==> config.mk <==
export PLATFORM = sky130hd
export DESIGN_NAME = ahb_timer
export DESIGN_NICKNAME = d
export VERILOG_FILES = /design/src/rtl/ahb_sys_pkg.sv /design/src/rtl/ahb_timer_prescaler.sv /design/src/rtl/ahb_timer.sv
export SDC_FILE = /design/constraint.sdc
export NUM_CORES = 1
export LEC_CHECK = 0
export ABC_AREA = 1
export BUFFER_PORTS_ARGS = -buffer_cell sky130_fd_sc_hd__buf_2
export CAP_MARGIN = 20
export CORE_MARGIN = 5
export CORE_UTILIZATION = 55
export CTS_BUF_LIST = sky130_fd_sc_hd__clkbuf_2
export DETAILED_ROUTE_END_ITERATION = 8
export HOLD_SLACK_MARGIN = 0.08
export PLACE_DENSITY_LB_ADDON = 0.2
export REMOVE_ABC_BUFFERS = 1
export SYNTH_ARGS = -nofsm -noshare
export SYNTH_HDL_FRONTEND = slang
export SYNTH_HIERARCHICAL = 1
export SYNTH_SLANG_ARGS = --single-unit
==> constraint.sdc <==
create_clock -name HCLK -period 2.4 [get_ports HCLK]
set_clock_uncertainty 0.05 [all_clocks]
set_input_delay 0.12 -clock HCLK [delete_from_list [all_inputs] [get_ports HCLK]]
set_output_delay 0.12 -clock HCLK [all_outputs]
set_load 0.02 [all_outputs]
==> src/rtl/ahb_sys_pkg.sv <==
// Shared AHB system definitions: timer register word offsets, CTRL/STATUS bit
// indices, HTRANS/HSIZE encodings and the captured data-phase record.
// Latency: n/a (package). Backpressure: n/a.
package ahb_sys_pkg;

  // Word offsets (HADDR[4:2]) of the timer register map
  localparam logic [2:0] ADDR_LOAD     = 3'd0;  // 0x00
  localparam logic [2:0] ADDR_VALUE    = 3'd1;  // 0x04
  localparam logic [2:0] ADDR_CTRL     = 3'd2;  // 0x08
  localparam logic [2:0] ADDR_STATUS   = 3'd3;  // 0x0C
  localparam logic [2:0] ADDR_PRESCALE = 3'd4;  // 0x10

  // CTRL / STATUS bit positions
  localparam int CTRL_EN       = 0;
  localparam int CTRL_IRQ_EN   = 1;
  localparam int CTRL_PERIODIC = 2;
  localparam int STATUS_IRQ    = 0;

  // AHB transfer encodings
  localparam logic [1:0] HTRANS_IDLE   = 2'b00;
  localparam logic [1:0] HTRANS_BUSY   = 2'b01;
  localparam logic [1:0] HTRANS_NONSEQ = 2'b10;
  localparam logic [1:0] HTRANS_SEQ    = 2'b11;
  localparam logic [2:0] HSIZE_WORD    = 3'b010;

  // Address-phase information carried into the data phase
  typedef struct packed {
    logic       vld;
    logic       write;
    logic       size_ok;
    logic [2:0] addr;
  } dphase_t;

  // NONSEQ and SEQ carry data; IDLE and BUSY do not
  function automatic logic htrans_active(input logic [1:0] trans);
    logic act;
    case (trans)
      HTRANS_IDLE, HTRANS_BUSY: act = 1'b0;
      HTRANS_NONSEQ, HTRANS_SEQ: act = 1'b1;
      default: act = 1'b0;
    endcase
    return act;
  endfunction

endpackage

==> src/rtl/ahb_timer_prescaler.sv <==
// Prescaler for the AHB timer: pulses tick once every prescale+1 enabled cycles.
// Latency: tick is combinational from the registered count. Backpressure: none.
// Ports: HCLK/HRESET clock and sync reset; en gates counting (count held at 0
// while low); clr restarts the count; prescale is the divide-minus-one value.
module ahb_timer_prescaler (
  input  logic       HCLK,
  input  logic       HRESET,
  input  logic       en,
  input  logic       clr,
  input  logic [7:0] prescale,
  output logic       tick
);

  logic [7:0] cnt_q;

  assign tick = en & (cnt_q == prescale);

  always_ff @(posedge HCLK) begin
    if (HRESET || clr || !en) begin
      cnt_q <= 8'd0;
    end else if (tick) begin
      cnt_q <= 8'd0;
    end else begin
      cnt_q <= cnt_q + 8'd1;
    end
  end

endmodule

==> src/rtl/ahb_timer.sv <==
// AHB-Lite down-counting timer with one-shot/periodic modes and level interrupt.
// Latency: register writes land at the end of the data phase; reads are
// combinational in the data phase. Backpressure: none, HREADYOUT is always 1.
// Ports: HCLK, HRESET (sync, active-high), AHB slave inputs HSEL/HADDR/HTRANS/
// HWRITE/HSIZE/HWDATA/HREADY, outputs HRDATA/HREADYOUT/HRESP, and TIMERINT.
// Optional prescaler at 0x10 is built when AHB_TIMER_PRESCALE_EN is defined.
module ahb_timer
  import ahb_sys_pkg::*;
#(
  parameter logic [31:0] LOAD_RST = 32'hFFFF_FFFF
) (
  input  logic        HCLK,
  input  logic        HRESET,
  input  logic        HSEL,
  input  logic [31:0] HADDR,
  input  logic [1:0]  HTRANS,
  input  logic        HWRITE,
  input  logic [2:0]  HSIZE,
  input  logic [31:0] HWDATA,
  input  logic        HREADY,
  output logic [31:0] HRDATA,
  output logic        HREADYOUT,
  output logic        HRESP,
  output logic        TIMERINT
);

  localparam logic [0:0] ST_IDLE = 1'b0;
  localparam logic [0:0] ST_RUN  = 1'b1;

  dphase_t     dp_q;
  logic [31:0] load_q;
  logic [31:0] value_q;
  logic [31:0] value_d;
  logic [0:0]  state_q;
  logic [0:0]  state_d;
  logic        irq_en_q;
  logic        periodic_q;
  logic        irq_flag_q;

  logic        en;
  logic        tick;
  logic        wr_vld;
  logic        load_wr;
  logic        ctrl_wr;
  logic        status_wr;
  logic        cnt_act;
  logic        expire;
  logic        irq_set;
  logic [31:0] rdata;
  logic [31:0] prescale_rd;

  // Only HADDR[4:2] selects a register
  logic unused_haddr;
  assign unused_haddr = ^{HADDR[31:5], HADDR[1:0]};

  assign en        = (state_q == ST_RUN);
  assign wr_vld    = dp_q.vld & dp_q.write & dp_q.size_ok;
  assign load_wr   = wr_vld & (dp_q.addr == ADDR_LOAD);
  assign ctrl_wr   = wr_vld & (dp_q.addr == ADDR_CTRL);
  assign status_wr = wr_vld & (dp_q.addr == ADDR_STATUS);

`ifdef AHB_TIMER_PRESCALE_EN
  logic [7:0] prescale_q;
  logic       prescale_wr;

  assign prescale_wr = wr_vld & (dp_q.addr == ADDR_PRESCALE);
  assign prescale_rd = {24'd0, prescale_q};

  always_ff @(posedge HCLK) begin
    if (HRESET) begin
      prescale_q <= 8'd0;
    end else if (prescale_wr) begin
      prescale_q <= HWDATA[7:0];
    end
  end

  ahb_timer_prescaler u_prescaler (
    .HCLK     (HCLK),
    .HRESET   (HRESET),
    .en       (en),
    .clr      (prescale_wr),
    .prescale (prescale_q),
    .tick     (tick)
  );
`else
  assign tick        = en;
  assign prescale_rd = 32'd0;
`endif

  // A LOAD write overrides whatever the counter would do on this tick
  // (decrement, reload, expiry and the interrupt that would come with it).
  assign cnt_act = tick & ~load_wr;
  assign expire  = cnt_act & (value_q == 32'd0) & ~periodic_q;
  // LOAD=0 in periodic mode sits at 0 and interrupts on every tick
  assign irq_set = cnt_act & ((value_q == 32'd1) |
                              ((value_q == 32'd0) & periodic_q & (load_q == 32'd0)));

  always_comb begin
    value_d = value_q;
    if (load_wr) begin
      value_d = HWDATA;
    end else if (cnt_act) begin
      if (value_q == 32'd0) begin
        value_d = periodic_q ? load_q : 32'd0;
      end else begin
        value_d = value_q - 32'd1;
      end
    end
  end

  // Software writing CTRL wins over a one-shot expiry in the same cycle
  always_comb begin
    state_d = state_q;
    case (state_q)
      ST_IDLE: begin
        if (ctrl_wr && HWDATA[CTRL_EN]) state_d = ST_RUN;
      end
      ST_RUN: begin
        if (ctrl_wr) begin
          if (!HWDATA[CTRL_EN]) state_d = ST_IDLE;
        end else if (expire) begin
          state_d = ST_IDLE;
        end
      end
      default: state_d = ST_IDLE;
    endcase
  end

  always_ff @(posedge HCLK) begin
    if (HRESET) begin
      dp_q       <= '0;
      load_q     <= LOAD_RST;
      value_q    <= LOAD_RST;
      state_q    <= ST_IDLE;
      irq_en_q   <= 1'b0;
      periodic_q <= 1'b0;
      irq_flag_q <= 1'b0;
    end else begin
      if (HREADY) begin
        dp_q.vld     <= HSEL & htrans_active(HTRANS);
        dp_q.write   <= HWRITE;
        dp_q.size_ok <= (HSIZE == HSIZE_WORD);
        dp_q.addr    <= HADDR[4:2];
      end
      if (load_wr) load_q <= HWDATA;
      value_q <= value_d;
      state_q <= state_d;
      if (ctrl_wr) begin
        irq_en_q   <= HWDATA[CTRL_IRQ_EN];
        periodic_q <= HWDATA[CTRL_PERIODIC];
      end
      if (irq_set) begin
        irq_flag_q <= 1'b1;
      end else if (status_wr && HWDATA[STATUS_IRQ]) begin
        irq_flag_q <= 1'b0;
      end
    end
  end

  always_comb begin
    rdata = 32'd0;
    case (dp_q.addr)
      ADDR_LOAD:     rdata = load_q;
      ADDR_VALUE:    rdata = value_q;
      ADDR_CTRL: begin
        rdata[CTRL_EN]       = en;
        rdata[CTRL_IRQ_EN]   = irq_en_q;
        rdata[CTRL_PERIODIC] = periodic_q;
      end
      ADDR_STATUS:   rdata[STATUS_IRQ] = irq_flag_q;
      ADDR_PRESCALE: rdata = prescale_rd;
      default:       rdata = 32'd0;
    endcase
  end

  // Outputs are forced quiet while reset is held, even before the first edge
  assign HRDATA    = (dp_q.vld && !dp_q.write && !HRESET) ? rdata : 32'd0;
  assign HREADYOUT = 1'b1;
  assign HRESP     = 1'b0;
  assign TIMERINT  = irq_flag_q & irq_en_q & ~HRESET;

endmodule

* Yosys cells after proc, flatten, opt, wreduce, memory -nomap -nowiden
Cells that the tools add are included.
** Storage, ports and cells
- Register bits after elaboration :: 74
- Output and inout bits :: 35
- Word-level logic and storage cells :: 70
** Operators by class
- Add/subtract/negate cells :: 1
- Equality and inequality tests :: 8
- Mux-type cells :: 18
- Bitwise logic cells :: 19
- Reduce and logical (&&, ||, !) cells :: 14
** Operators with widths (count)
- two-way mux 32 bit :: 5
- zero test 32 bit :: 2
- one-hot mux 29 bit (2 select lines) :: 1
- == test 32 x 1 -> 1 bit (second input constant) :: 1
- subtractor 32 x 1 -> 32 bit (second input constant) :: 1
- AND 1 bit :: 14
- == test 3 x 2 -> 1 bit (second input constant) :: 3
- two-way mux 1 bit :: 8
- one-hot mux 2 bit (3 select lines) :: 1
- == test 2 bit (second input constant) :: 2
- logical AND 1 bit :: 4
- NOT 1 bit :: 4
- one-hot mux 1 bit (2 select lines) :: 2
- one-hot mux 1 bit (4 select lines) :: 1
- nonzero test 2 bit :: 2
- OR reduction 2 bit :: 2
- == test 3 x 1 -> 1 bit (second input constant) :: 1
- zero test 3 bit :: 1
- == test 2 x 1 -> 1 bit (second input constant) :: 1
- zero test 1 bit :: 2
- zero test 2 bit :: 1
- OR 1 bit :: 1

* Logic depth before layout (Yosys ltp)
- Depth in word-level cells :: 10
- Depth in mapped cells :: 13
- Mapped depth without buffers :: 13

* Worst setup path before layout
Ideal clock, no wire load.
- Path type :: register -> register
- From :: reg value_q[0]
- To :: reg value_q[17]
- Data arrival time :: 1.535 ns
- Required time :: 2.238 ns
- Slack :: 0.703 ns
- Stages on the path, launching flop included :: 14
- Path buffers :: 0
- Clock period less this slack :: 1.697 ns
- Cells stage by stage :: dfxtp_1 -> inv_1 -> ha_1 -> nand2_4 -> nor2_8 -> nand2_4 -> nor2_4 -> nand2_4 -> nand2_2 -> inv_1 -> nand2_1 -> nand2_1 -> nand2_1 -> nand2_1
** Between the ends
- Longest elaborated chain between the ends :: 4
- Elaborated cells between the ends (all ways) :: 5
- Those cells by class :: add/sub (1); mux (3); reduce/logical (1)
** RTL lines
- start, declared :: line ahb_timer.sv:32 : logic [31:0] value_q;
- start signal, assigned :: line ahb_timer.sv:146 : value_q <= value_d;
- subtractor 32 x 1 -> 32 bit / zero test 32 bit (equally long branches) :: line ahb_timer.sv:106, ahb_timer.sv:103
- two-way mux 32 bit * :: line ahb_timer.sv:103 : if (value_q == 32'd0) begin
- two-way mux 32 bit * :: line ahb_timer.sv:102 : end else if (cnt_act) begin
- two-way mux 32 bit * :: line ahb_timer.sv:100 : if (load_wr) begin
Mark *: on every way between the ends. The rest lies on a longest branch, timed or not. The select of a mux whose other input is x is not followed.
A chain may end at the register's enable or synchronous reset.

* Worst setup path after layout
- From :: reg dp_q[0] (netlist bit)
- To :: out HRDATA[0]
** Between the ends
- Longest elaborated chain between the ends :: 3
- Elaborated cells between the ends (all ways) :: 6
- Those cells by class :: eq/ne (3); mux (2); reduce/logical (1)
** RTL lines
- start, declared :: line ahb_timer.sv:30 : dphase_t dp_q;
- == test 3 x 2 -> 1 bit (tied with other cells) :: line ahb_timer.sv:162 : case (dp_q.addr)
- one-hot mux 1 bit (4 select lines) * :: line ahb_timer.sv:162
- two-way mux 32 bit * :: line ahb_timer.sv:177 : assign HRDATA = (dp_q.vld && !dp_q.write && !HRESET) ? rdata : 32'd0;
- end, declared :: line ahb_timer.sv:21 : output logic [31:0] HRDATA,
Mark *: on every way between the ends. The rest lies on a longest branch, timed or not.

==> reports/qor.log <==
qor: grt.maximum_number_of_pins_on_one_net_before_global_route_repair 40
qor: drt.vias 5932
qor: sta.post-route-period-util 93.77%
qor: sta.final.setup.tns 0 ns
qor: cells_and_area.fillCellCount 926
qor: critical_path.regToRegSetupSlack 0.16 ns
qor: synth.asyncSetResetFlopFracSynth 0%
qor: cells_and_area.mostFrequentLayoutCells sky130_fd_sc_hd__nand2_1 (265), sky130_fd_sc_hd__inv_1 (118), sky130_fd_sc_hd__nor2_1 (109), sky130_fd_sc_hd__nand3_1 (96), sky130_fd_sc_hd__buf_2 (76)
qor: place.place.gp.congestion 0.9721
qor: clock_tree.postCtsSetupBuffers 0
qor: power.switching_power 0.6692 mW
qor: clock_tree.tritoncts_clock_tree done
qor: power.power_density 379.5 mW/mm²
qor: sta.max_freq 444.4 MHz
qor: power.share_of_total_power_in_sequential_cells 52.5%
qor: synth.synth.yosys.warnings 6
qor: drt.drtPass1Iterations 5
qor: synth.yosysTopAreaCell sky130_fd_sc_hd__dfxtp_1
qor: status.status finished clean
qor: place.dp_hpwl 11190 µm
qor: place.dpl_cell_area 0.005728 mm²
qor: synth.number_of_instances_in_the_synthesized_netlist 892
qor: grt.grt_usage 28.19%
qor: clock_tree.cts-buffers-inserted 9
qor: clock_tree.clock_latency 0.55 ns
qor: clock_tree.clkSinkCount 74
qor: grt.wire_length_of_the_first_global_routing_pass 26650 µm
qor: flow_run.cap_viol_max_count 0
qor: sta.final_setup_violation_count 0
qor: cells_and_area.post_route_cells_drive_above_1_share 14.41%
qor: drt.detail_route.vias_per_cell 5.259
qor: clock_tree.clkSlewWorstSetupHoldPaths 0.24 ns
qor: sta.grt_setup_unrepaired true
qor: critical_path.cp_max_fo 13
qor: cells_and_area.number_of_antenna_diodes 0
qor: cells_and_area.area_growth_syn_to_layout 18.86%
qor: sta.slew_viol_final 0
qor: sta.relSlewSlack 49.80%
qor: cells_and_area.fin_nets 1071
qor: synth.seq_area_frac_synth 27.98%
qor: synth.post_synth_top_area_share 27.98%
qor: die.io-pin-count 109
qor: sta.hold_violations 0
qor: grt.antenna_found_initial 0
qor: clock_tree.cts.root.buffer_cell sky130_fd_sc_hd__clkbuf_2
qor: synth.yosys_register_bits 74
qor: synth.avgSynthCellArea 5.935 µm²
qor: min_path.whs_path_depth 4
qor: die.die_width 108.1 µm
qor: drt.drcViolationCount 0
qor: critical_path.end_kind primary output
qor: critical_path.regToRegStartpoint dp_q[2]
qor: sta.finalWorstPathRequiredPeriod 2.250 ns
qor: drt.drt.antenna.violating_nets 0
qor: synth.synth.top_cells.by_area sky130_fd_sc_hd__dfxtp_1 (28%), sky130_fd_sc_hd__nand2_1 (19%), sky130_fd_sc_hd__nand3_1 (9.1%)
qor: power.combinationalPowerShare 13.8%
qor: critical_path.worst-setup-path-type reg -> out
qor: critical_path.r2r_cells 8
qor: min_path.hp-start HADDR[4]
qor: drt.drt-total-wl 15910 µm
qor: power.p_sw_share 28.03%
qor: drt.detailedRoute.firstIterationViolations 479
qor: die.floorplan.initialDensity 56.75%
qor: grt.number_of_global_route_vias_before_repair 5682
qor: drt.routedWlPerCell 14.11 µm
qor: synth.cell_area_after_synthesis 0.005294 mm²
qor: synth.synth.lib_cells_used.distinct 39
qor: critical_path.worstSetupStartpointType register
qor: power.internal-power 1.718 mW
qor: die.die_h 108.1 µm
qor: power.clock_power_share 33.6%
qor: synth.count_of_flip_flops_with_a_built_in_enable_after_synthesis 0
qor: cells_and_area.fin_area 0.006292 mm²
qor: clock_tree.cts_buffer_depth 2
qor: die.fp.coreArea 0.009328 mm²
qor: min_path.worst_hold_path_type in -> reg
qor: critical_path.cp_data_required_time 2.23 ns
qor: power.fin_total_pwr 2.388 mW
qor: clock_tree.ctsHtreeMaxLevel 3
qor: critical_path.critical_path_arrival 2.08 ns
qor: power.worst_ir_drop_vdd 275.0 µV
qor: power.power.static_leakage 3.359 nW
qor: min_path.holdPathEnd dp_q[2]
qor: critical_path.regToRegEndpoint load_q[27]
qor: grt.overflow 0
qor: place.buffer_ports.inserted 76
qor: cells_and_area.layout_commonest_cell sky130_fd_sc_hd__nand2_1
qor: sta.worstMarginPinSlew 0.7519 ns
qor: synth.main_flop_type_after_synthesis sky130_fd_sc_hd__dfxtp_1
qor: die.fp.dieArea 0.01169 mm²
qor: die.number_of_standard_cell_rows_in_the_floorplan 35
[timing repair]
action	4_1_cts	5_1_grt
hold buffers	43	0
resized for setup	0	2
setup endpoints to repair	0	15
endpoints found under the hold margin	74	0
[cell usage after synthesis (3+ instances only)]
| cell type | count |
|---|---|
| sky130_fd_sc_hd__o211ai_1 | 14 |
| sky130_fd_sc_hd__dfxtp_1 | 74 |
| sky130_fd_sc_hd__nand2_1 | 266 |
| sky130_fd_sc_hd__clkbuf_1 | 16 |
| sky130_fd_sc_hd__nand2_4 | 4 |
| sky130_fd_sc_hd__nor2_4 | 5 |
| sky130_fd_sc_hd__or2_2 | 4 |
| sky130_fd_sc_hd__nor3_1 | 3 |
| sky130_fd_sc_hd__inv_2 | 4 |
| sky130_fd_sc_hd__buf_6 | 5 |
| sky130_fd_sc_hd__buf_4 | 4 |
| sky130_fd_sc_hd__o21ai_0 | 38 |
| sky130_fd_sc_hd__nand4_1 | 26 |
| sky130_fd_sc_hd__buf_2 | 12 |
| sky130_fd_sc_hd__nand3_1 | 96 |
| sky130_fd_sc_hd__nand3_2 | 6 |
| sky130_fd_sc_hd__nor2_2 | 5 |
| sky130_fd_sc_hd__nand2_2 | 3 |
| sky130_fd_sc_hd__nor2_1 | 110 |
| sky130_fd_sc_hd__buf_1 | 4 |
| sky130_fd_sc_hd__a21oi_1 | 40 |
| sky130_fd_sc_hd__xor2_1 | 13 |
| sky130_fd_sc_hd__inv_1 | 118 |
[metal layers]
metal | share of wire, % | up-vias | GRT usage, % | wire (µm)
li1 | - | 3022 | - | -
met5 | 0 | - | 0 | 0
met3 | 6.7 | 29 | 5.433 | 1067
met4 | 2.2 | 0 | 8.566 | 354
met2 | 47 | 207 | 46.85 | 7506
met1 | 44 | 2674 | 37.08 | 6982
[cells by family after synthesis]
logic type,synth area share (%)
flip-flops,27.98
adder cells (fa/ha/maj),0.4726
buffers and inverters,13.68
other,0.1419
AND/OR/NAND/NOR,44.81
XOR/XNOR,2.151
AO/OA/AOI/OAI,10.75
[sequential cells by signal (all words and copies together), names as in the netlist]
signal,cells
dp_q,6
irq_flag_q,1
load_q,32
value_q,32
irq_en_q,1
periodic_q,1
en,1
[worst max-delay path, cell delays in order (launching register included)]
cell                       delay [ns]
sky130_fd_sc_hd__dfxtp_1         0.39
sky130_fd_sc_hd__inv_1           0.08
sky130_fd_sc_hd__nor2_2          0.20
sky130_fd_sc_hd__buf_6           0.20
sky130_fd_sc_hd__nand2_1         0.10
sky130_fd_sc_hd__o22ai_1         0.15
sky130_fd_sc_hd__a221oi_1        0.08
sky130_fd_sc_hd__nor2_1          0.15
sky130_fd_sc_hd__buf_2           0.19
[per-stage QoR]
| stage | hold WS, ns | instances | setup slack (ns) | utilization (%) |
|---|---|---|---|---|
| 3_3_place_gp | 0.2892 | 1070 | 0.3691 | 61.41 |
| 3_5_place_dp | 0.2899 | 1070 | 0.3543 | 61.41 |
| 5_1_grt | 0.2366 | 1128 | -0.03000 | 67.46 |
| 2_1_floorplan | 0.1485 | 848 | -0.3197 | - |
| 6_report | 0.2807 | 1128 | 0.1496 | 67.46 |
| 4_1_cts | 0.2650 | 1128 | 0.1680 | 67.39 |
[cell type report]
type,instances,area [µm²],share of cell area [%]
clock buffers,9,45.04,0.7158
well taps,129,161.4,2.565
repair buffers,136,967.2,15.37
inverters,123,461.7,7.337
multi-input cells,651,3093,49.15
clock inverters,6,82.58,1.312
flip-flops and latches,74,1481,23.54
[worst max path at each step]
| stage | startpoint | to | slack, ns | cells past startpoint |
|---|---|---|---|---|
| after floorplan | dp_q[1] | value_q[17] | -0.32 | 10 |
| after global placement | value_q[0] | irq_flag_q | 0.37 | 10 |
| after detailed placement | value_q[0] | irq_flag_q | 0.35 | 10 |
| after CTS | dp_q[2] | HRDATA[30] | 0.17 | 7 |
| after global routing | dp_q[0] | HRDATA[0] | -0.03 | 8 |
| final | dp_q[0] | HRDATA[0] | 0.15 | 8 |
[power groups by stage]
stage / Combinational, mW / Clock, mW / Sequential [mW]
after floorplan: 0.154 / 0 / 1.28
after global placement: 0.267 / 0 / 1.28
after detailed placement: 0.270 / 0 / 1.28
after CTS: 0.322 / 0.808 / 1.25
after global routing: 0.369 / 0.858 / 1.26
final: 0.331 / 0.803 / 1.25
Power figures use the tool's default switching activity.
